**config.mk**
```make
export PLATFORM = sky130hd
export DESIGN_NAME = mult_hp_arbiter
export DESIGN_NICKNAME = d
export VERILOG_FILES = /design/src/rtl/mult_hp_arbiter_pkg.sv /design/src/rtl/mult_hp_rr_arb.sv /design/src/rtl/multhalfprecision.sv /design/src/rtl/mult_hp_arbiter.sv
export SDC_FILE = /design/constraint.sdc
export NUM_CORES = 1
export LEC_CHECK = 0
export CELL_PAD_IN_SITES_DETAIL_PLACEMENT = 2
export CELL_PAD_IN_SITES_GLOBAL_PLACEMENT = 2
export CORE_ASPECT_RATIO = 1.2
export CORE_MARGIN = 5
export CORE_UTILIZATION = 28
export CTS_CLUSTER_DIAMETER = 60
export DETAILED_ROUTE_END_ITERATION = 10
export GPL_ROUTABILITY_DRIVEN = 0
export PLACE_DENSITY_LB_ADDON = 0.1
export SLEW_MARGIN = 20
export SYNTH_ARGS = -nofsm -noshare
export SYNTH_HDL_FRONTEND = slang
export SYNTH_HIERARCHICAL = 1
export SYNTH_SLANG_ARGS = --single-unit
```
**constraint.sdc**
```tcl
create_clock -name i_Clock -period 7.5 [get_ports i_Clock]
set_input_delay 1.125 -clock i_Clock [delete_from_list [all_inputs] [get_ports i_Clock]]
set_output_delay 1.125 -clock i_Clock [all_outputs]
set_load 0.01 [all_outputs]
```
**src/rtl/mult_hp_arbiter_pkg.sv**
```systemverilog
// rtl/mult_hp_arbiter_pkg.sv - shared half-precision constants and arbiter helpers
//
// Purpose: constants common to the half-precision multiplier and its arbiter,
//          plus the width function used for the round-robin pointer.
// Ports:   none (package).
package mult_hp_arbiter_pkg;

    localparam int HP_W        = 16;
    localparam int HP_EXP_BIAS = 15;
    localparam logic [HP_W-1:0] HP_ONE = 16'h3C00;

    // Pointer width for a round-robin over n requesters; never narrower than one bit.
    function automatic int rr_ptr_w(input int n);
        return (n <= 2) ? 1 : $clog2(n);
    endfunction

endpackage

```
**src/rtl/mult_hp_rr_arb.sv**
```systemverilog
// rtl/mult_hp_rr_arb.sv - combinational round-robin priority select
//
// Purpose: picks the first asserted request at or above the pointer, wrapping
//          from NUM_REQ-1 back to 0.
// Ports:
//   req_i   [NUM_REQ-1:0]  request vector
//   ptr_i   [PW-1:0]       highest-priority index this cycle
//   gnt_o   [NUM_REQ-1:0]  one-hot grant, zero when no request
//   idx_o   [PW-1:0]       encoded index of the grant
//   any_o                  a grant was issued
module mult_hp_rr_arb
    import mult_hp_arbiter_pkg::*;
#(
    parameter int NUM_REQ = 4,
    parameter int PW      = rr_ptr_w(NUM_REQ)
) (
    input  logic [NUM_REQ-1:0] req_i,
    input  logic [PW-1:0]      ptr_i,
    output logic [NUM_REQ-1:0] gnt_o,
    output logic [PW-1:0]      idx_o,
    output logic               any_o
);

    logic [PW:0] sum;

    always_comb begin
        gnt_o = '0;
        idx_o = '0;
        any_o = 1'b0;
        sum   = '0;
        for (int off = 0; off < NUM_REQ; off++) begin
            sum = {1'b0, ptr_i} + (PW+1)'(off);
            if (sum >= (PW+1)'(NUM_REQ)) begin
                sum = sum - (PW+1)'(NUM_REQ);
            end
            if (!any_o && req_i[sum[PW-1:0]]) begin
                any_o                = 1'b1;
                gnt_o[sum[PW-1:0]]   = 1'b1;
                idx_o                = sum[PW-1:0];
            end
        end
    end

endmodule

```
**src/rtl/multhalfprecision.sv**
```systemverilog
// rtl/multhalfprecision.sv - combinational IEEE half-precision multiplier
//
// Purpose: multiplies two binary16 values, truncating the mantissa.
//          Subnormal inputs are treated as zero and underflowing results are
//          flushed to signed zero. Infinity/NaN inputs and exponent overflow
//          raise o_Exception and return a signed infinity.
// Ports:
//   i_Factor1   [15:0]  operand A
//   i_Factor2   [15:0]  operand B
//   o_Product   [15:0]  A x B
//   o_Exception         overflow or non-finite operand
module multhalfprecision
    import mult_hp_arbiter_pkg::*;
(
    input  logic [HP_W-1:0] i_Factor1,
    input  logic [HP_W-1:0] i_Factor2,
    output logic [HP_W-1:0] o_Product,
    output logic            o_Exception
);

    logic        sign;
    logic [4:0]  exp_a, exp_b;
    logic [10:0] man_a, man_b;
    logic [21:0] man_prod;
    logic [9:0]  man_res;
    logic [7:0]  exp_res;

    always_comb begin
        sign     = i_Factor1[15] ^ i_Factor2[15];
        exp_a    = i_Factor1[14:10];
        exp_b    = i_Factor2[14:10];
        man_a    = {1'b1, i_Factor1[9:0]};
        man_b    = {1'b1, i_Factor2[9:0]};
        man_prod = 22'(man_a) * 22'(man_b);
        // Product of two [1,2) mantissas lies in [1,4); bit 21 means renormalise by one.
        man_res  = man_prod[21] ? man_prod[20:11] : man_prod[19:10];
        // Max exponent sum is 61, so bit 7 unambiguously flags a negative result.
        exp_res  = 8'(exp_a) + 8'(exp_b) + 8'(man_prod[21]) - 8'(HP_EXP_BIAS);

        o_Exception = 1'b0;
        o_Product   = {sign, exp_res[4:0], man_res};
        if (exp_a == 5'h1F || exp_b == 5'h1F) begin
            o_Exception = 1'b1;
            o_Product   = {sign, 5'h1F, 10'h000};
        end else if (exp_a == 5'h00 || exp_b == 5'h00) begin
            o_Product = {sign, 15'h0000};
        end else if (exp_res[7] || exp_res == 8'd0) begin
            o_Product = {sign, 15'h0000};
        end else if (exp_res >= 8'd31) begin
            o_Exception = 1'b1;
            o_Product   = {sign, 5'h1F, 10'h000};
        end
    end

endmodule

```
**src/rtl/mult_hp_arbiter.sv**
```systemverilog
// rtl/mult_hp_arbiter.sv - round-robin shared half-precision multiplier, 2-stage pipeline
//
// Purpose: NUM_REQ requesters share one multhalfprecision through a round-robin
//          grant; operands register in S1, results in S2, delivered with backpressure.
// Optional: MULT_HP_ARBITER_EXC_CNT_EN adds o_ExcCount, a saturating count of
//           delivered results that carried an exception.
// Ports:
//   i_Clock, i_Reset              clock, synchronous active-high reset
//   i_ReqValid  [NUM_REQ-1:0]     per-requester operand valid
//   i_Factor1/2 [16*NUM_REQ-1:0]  packed operands, lane k at [16k+15:16k]
//   o_ReqReady  [NUM_REQ-1:0]     one-hot accept
//   o_Valid, i_Ready              result handshake
//   o_Product [15:0], o_Exception, o_Id [ID_W-1:0]  result payload
//   o_ExcCount [15:0]             exception count (optional)
module mult_hp_arbiter
    import mult_hp_arbiter_pkg::*;
#(
    parameter int NUM_REQ = 4,
    parameter int ID_W    = 2
) (
    input  logic                    i_Clock,
    input  logic                    i_Reset,
    input  logic [NUM_REQ-1:0]      i_ReqValid,
    input  logic [HP_W*NUM_REQ-1:0] i_Factor1,
    input  logic [HP_W*NUM_REQ-1:0] i_Factor2,
    output logic [NUM_REQ-1:0]      o_ReqReady,
    output logic                    o_Valid,
    input  logic                    i_Ready,
    output logic [HP_W-1:0]         o_Product,
    output logic                    o_Exception,
`ifdef MULT_HP_ARBITER_EXC_CNT_EN
    output logic [15:0]             o_ExcCount,
`endif
    output logic [ID_W-1:0]         o_Id
);

    localparam int PW = rr_ptr_w(NUM_REQ);

    logic              s1_valid_q, s1_valid_d;
    logic [HP_W-1:0]   s1_f1_q, s1_f1_d, s1_f2_q, s1_f2_d;
    logic [ID_W-1:0]   s1_id_q, s1_id_d;
    logic              s2_valid_q, s2_valid_d;
    logic [HP_W-1:0]   prod_q, prod_d;
    logic              exc_q, exc_d;
    logic [ID_W-1:0]   id_q, id_d;
    logic [PW-1:0]     ptr_q, ptr_d;

    logic              s1_adv, s2_adv, transfer;
    logic [NUM_REQ-1:0] req_gated, gnt;
    logic [PW-1:0]     gnt_idx;
    logic [HP_W-1:0]   sel_f1, sel_f2, mul_prod;
    logic              mul_exc;

    assign s2_adv = !s2_valid_q | i_Ready;
    assign s1_adv = !s1_valid_q | s2_adv;

    // No grants while S1 cannot move, and none during the reset cycle.
    assign req_gated = i_ReqValid & {NUM_REQ{s1_adv & !i_Reset}};

    mult_hp_rr_arb #(.NUM_REQ(NUM_REQ), .PW(PW)) u_arb (
        .req_i (req_gated),
        .ptr_i (ptr_q),
        .gnt_o (gnt),
        .idx_o (gnt_idx),
        .any_o (transfer)
    );

    assign o_ReqReady = gnt;

    // One-hot AND-OR operand select.
    always_comb begin
        sel_f1 = '0;
        sel_f2 = '0;
        for (int k = 0; k < NUM_REQ; k++) begin
            sel_f1 = sel_f1 | (i_Factor1[k*HP_W +: HP_W] & {HP_W{gnt[k]}});
            sel_f2 = sel_f2 | (i_Factor2[k*HP_W +: HP_W] & {HP_W{gnt[k]}});
        end
    end

    multhalfprecision u_mul (
        .i_Factor1   (s1_f1_q),
        .i_Factor2   (s1_f2_q),
        .o_Product   (mul_prod),
        .o_Exception (mul_exc)
    );

    always_comb begin
        ptr_d      = ptr_q;
        s1_valid_d = s1_valid_q;
        s1_f1_d    = s1_f1_q;
        s1_f2_d    = s1_f2_q;
        s1_id_d    = s1_id_q;
        s2_valid_d = s2_valid_q;
        prod_d     = prod_q;
        exc_d      = exc_q;
        id_d       = id_q;

        if (transfer) begin
            ptr_d      = (gnt_idx == PW'(NUM_REQ-1)) ? '0 : gnt_idx + PW'(1);
            s1_valid_d = 1'b1;
            s1_f1_d    = sel_f1;
            s1_f2_d    = sel_f2;
            s1_id_d    = ID_W'(gnt_idx);
        end else if (s1_adv) begin
            s1_valid_d = 1'b0;
        end

        if (s2_adv) begin
            s2_valid_d = s1_valid_q;
            if (s1_valid_q) begin
                prod_d = mul_prod;
                exc_d  = mul_exc;
                id_d   = s1_id_q;
            end
        end
    end

    always_ff @(posedge i_Clock) begin
        if (i_Reset) begin
            ptr_q      <= '0;
            s1_valid_q <= 1'b0;
            s1_f1_q    <= '0;
            s1_f2_q    <= '0;
            s1_id_q    <= '0;
            s2_valid_q <= 1'b0;
            prod_q     <= '0;
            exc_q      <= 1'b0;
            id_q       <= '0;
        end else begin
            ptr_q      <= ptr_d;
            s1_valid_q <= s1_valid_d;
            s1_f1_q    <= s1_f1_d;
            s1_f2_q    <= s1_f2_d;
            s1_id_q    <= s1_id_d;
            s2_valid_q <= s2_valid_d;
            prod_q     <= prod_d;
            exc_q      <= exc_d;
            id_q       <= id_d;
        end
    end

    assign o_Valid     = s2_valid_q;
    assign o_Product   = prod_q;
    assign o_Exception = exc_q;
    assign o_Id        = id_q;

`ifdef MULT_HP_ARBITER_EXC_CNT_EN
    logic [15:0] exc_cnt_q, exc_cnt_d;

    always_comb begin
        exc_cnt_d = exc_cnt_q;
        if (s2_valid_q && i_Ready && exc_q && exc_cnt_q != 16'hFFFF) begin
            exc_cnt_d = exc_cnt_q + 16'd1;
        end
    end

    always_ff @(posedge i_Clock) begin
        if (i_Reset) begin
            exc_cnt_q <= '0;
        end else begin
            exc_cnt_q <= exc_cnt_d;
        end
    end

    assign o_ExcCount = exc_cnt_q;
`endif

endmodule

```
==> impl_metrics.ini <==
[run_status]
status = finished, final reports clean

[route]
drtIter0Drc = 142
drc = 0
vias = 6896
vias_per_cell = 4.993
dr.pass1.iters = 4
routed_wl_um = 27120
drt-wirelength-per-cell_um = 19.64
ant_nets = 0

[layout]
fin_area_um2 = 10170
final_common_cell = clkdlybuf4s50_1
final_nets = 1326
synthToLayoutAreaGrowth_pct = 37.38
finalNonFillerCells = 1381
multiInputGateArea_um2 = 5673
final_util_pct = 38.84
layout_common_cells = clkdlybuf4s50_1, inv_1, fa_1
layout-drive-gt1-share_pct = 15.22
n_fill_cell = 2951
seq_area_um2 = 1174

[setup_path]
crit_type = register to register
cpMostUsedCell = fa_1
critPathLaunchType = register
critPathMaxFanout = 6
worstPathRequired_ns = 7.77
critPathSlowestCell = fa_1
worstPathArrival_ns = 7.60
max_stage_delay_ns = 0.53
cp-end-kind = register

[cts]
clk_path_buf_depth = 2
path_clk_slew_ns = 0.05
cts_root_buffer = clkbuf_16
numCtsBuffers = 9
cts_tree = done
clock_latency_ns = 0.34
numClockSinks = 57
h-tree-depth = 3

[logic_synthesis]
avgSynthCellArea_um2 = 8.620
ys_top_cells_by_area = fa_1, dfxtp_1, ha_1, a22oi_1, inv_1
synth_largest_area_cell = fa_1
synth_top_area_share_pct = 21.63
synth_seq_cells = 57
syn_nets = 1145
synth-main-ff-cell = dfxtp_1
syn_inst = 859
ys_types = 64
netlist_area_um2 = 7405
yosysWarnings = 6
synth-seq-area-share_pct = 15.41
synth-async-reset-ratio_pct = 0
synth_edf_count = 0

[placed_design]
hpwl_um = 22170
place_inst = 1362
io_buffers = 158
placed_cell_area_um2 = 9622

[sta]
timing.final.setup_violations = 0
post-route-min-period_ns = 7.336
drv_slew = 0
tightest_slew_ns = 0.7893
finalCritPeriodShare_pct = 97.82
rsz0062_at_grt = yes
finalHoldViolCount = 0
holdWs_ns = 0.4774
fmax_ghz = 0.1363
fin_skew_ns = 0.009561
relSlewSlack_pct = 47.38

[grt]
antenna_found_initial = 1
grt_pass1_wl_um = 43700
grt_start_max_net_pins = 59
grt_usage_pct = 18.71
grt_pass1_vias = 8135
grt.overflow.total = 0

[die]
rows = 65
floorplan.initialDensity_pct = 28.28
die-area_um2 = 29810
die_h_um = 188.1
die_w_um = 158.5
core_um2 = 26190
io-pin-count = 159

[power]
power_leakage_nw = 4.411
max-vdd-ir-drop_v = 0.0002019
powerDensity_nw_per_um2 = 380.5
power_mw = 3.871

[run]
cap_violations = 0

[worst_hold_path]
min_path_type = register to register
worst max-delay path: cells and delay by family (launching register included):
kind                       cells  cell delay (ns)
AOI/OAI and AO/OA              8             1.70
xor gates and xnor gates       1             0.20
adders and majority gates      7             3.20
buffers and inverters          6             0.47
DFF                            1             0.36
and+or+nand+nor                9             1.31
report_power, final:
| group | switching (mW) | internal [mW] |
|---|---|---|
| logic | 1.62 | 1.28 |
| registers | 0.119 | 0.402 |
| clock network | 0.158 | 0.284 |
routing by layer:
layer	GRT usage, %	routed length [µm]	vias up
met4	3.183	270	0
met2	36.87	15580	89
met5	0	0	-
li1	-	-	3291
met3	3.209	759	16
met1	20.72	10510	3500
stage by stage:
stage / setup WS (ns) / TNS, ns
2_1_floorplan: 0.01611 / 0
3_3_place_gp: -0.03938 / -0.06370
3_5_place_dp: -0.2214 / -0.7265
4_1_cts: 0.002679 / 0
5_1_grt: -0.1167 / -0.2844
6_report: 0.1636 / 0
cells in the mapped netlist (all sizes together) (11+ instances only):
| master | number |
|---|---|
| o21ai | 30 |
| and2 | 39 |
| nor2 | 73 |
| fa | 80 |
| nand2 | 63 |
| buf | 26 |
| dfxtp | 57 |
| nand3 | 24 |
| a22oi | 72 |
| a311oi | 32 |
| inv | 130 |
| a21oi | 39 |
| clkbuf | 28 |
| ha | 71 |
| mux2i | 11 |
state kept, by name (all words and copies together), names as in the netlist:
register and flops:
s1_valid_q 1, s1_f1_q 16, ptr_q 2, s1_f2_q 16, o_Valid 1, o_Id 2, o_Exception 1, o_Product 16
s1_id_q 2
worst paths after layout:
| path | slack [ns] | to | cells past startpoint | start |
|---|---|---|---|---|
| worst min-delay path | 0.48 | o_Product[8] | 2 | o_Product[8] |
| worst min register to register | 0.48 | o_Product[8] | 2 | o_Product[8] |
| worst max register to register | 0.16 | o_Product[5] | 31 | s1_f1_q[2] |
| worst max-delay path | 0.16 | o_Product[5] | 31 | s1_f1_q[2] |
final cells by class:
| class | instances | share of cell area [%] |
|---|---|---|
| multi-input cells | 618 | 55.77 |
| repair buffers | 224 | 20.71 |
| clock inverters | 2 | 0.3444 |
| inverters | 130 | 4.797 |
| flip-flops and latches | 57 | 11.54 |
| well taps | 335 | 4.121 |
| clock buffers | 14 | 2.694 |
| diodes | 1 | 0.02460 |
logic make-up after synthesis:
group,synth area share (%)
AO/OA/AOI/OAI,20.36
multiplexers,3.160
adder cells (fa/ha/maj),33.63
XOR/XNOR,1.656
buffers and inverters,10.75
flip-flops,15.41
AND/OR/NAND/NOR,15.04
timing repair:
item	in CTS	in global routing
gates resized for setup	18	52
pin swaps	0	28
setup endpoints to repair	10	16
hold buffers	0	0
setup buffers	1	2
(Power assumes the default switching activity.)
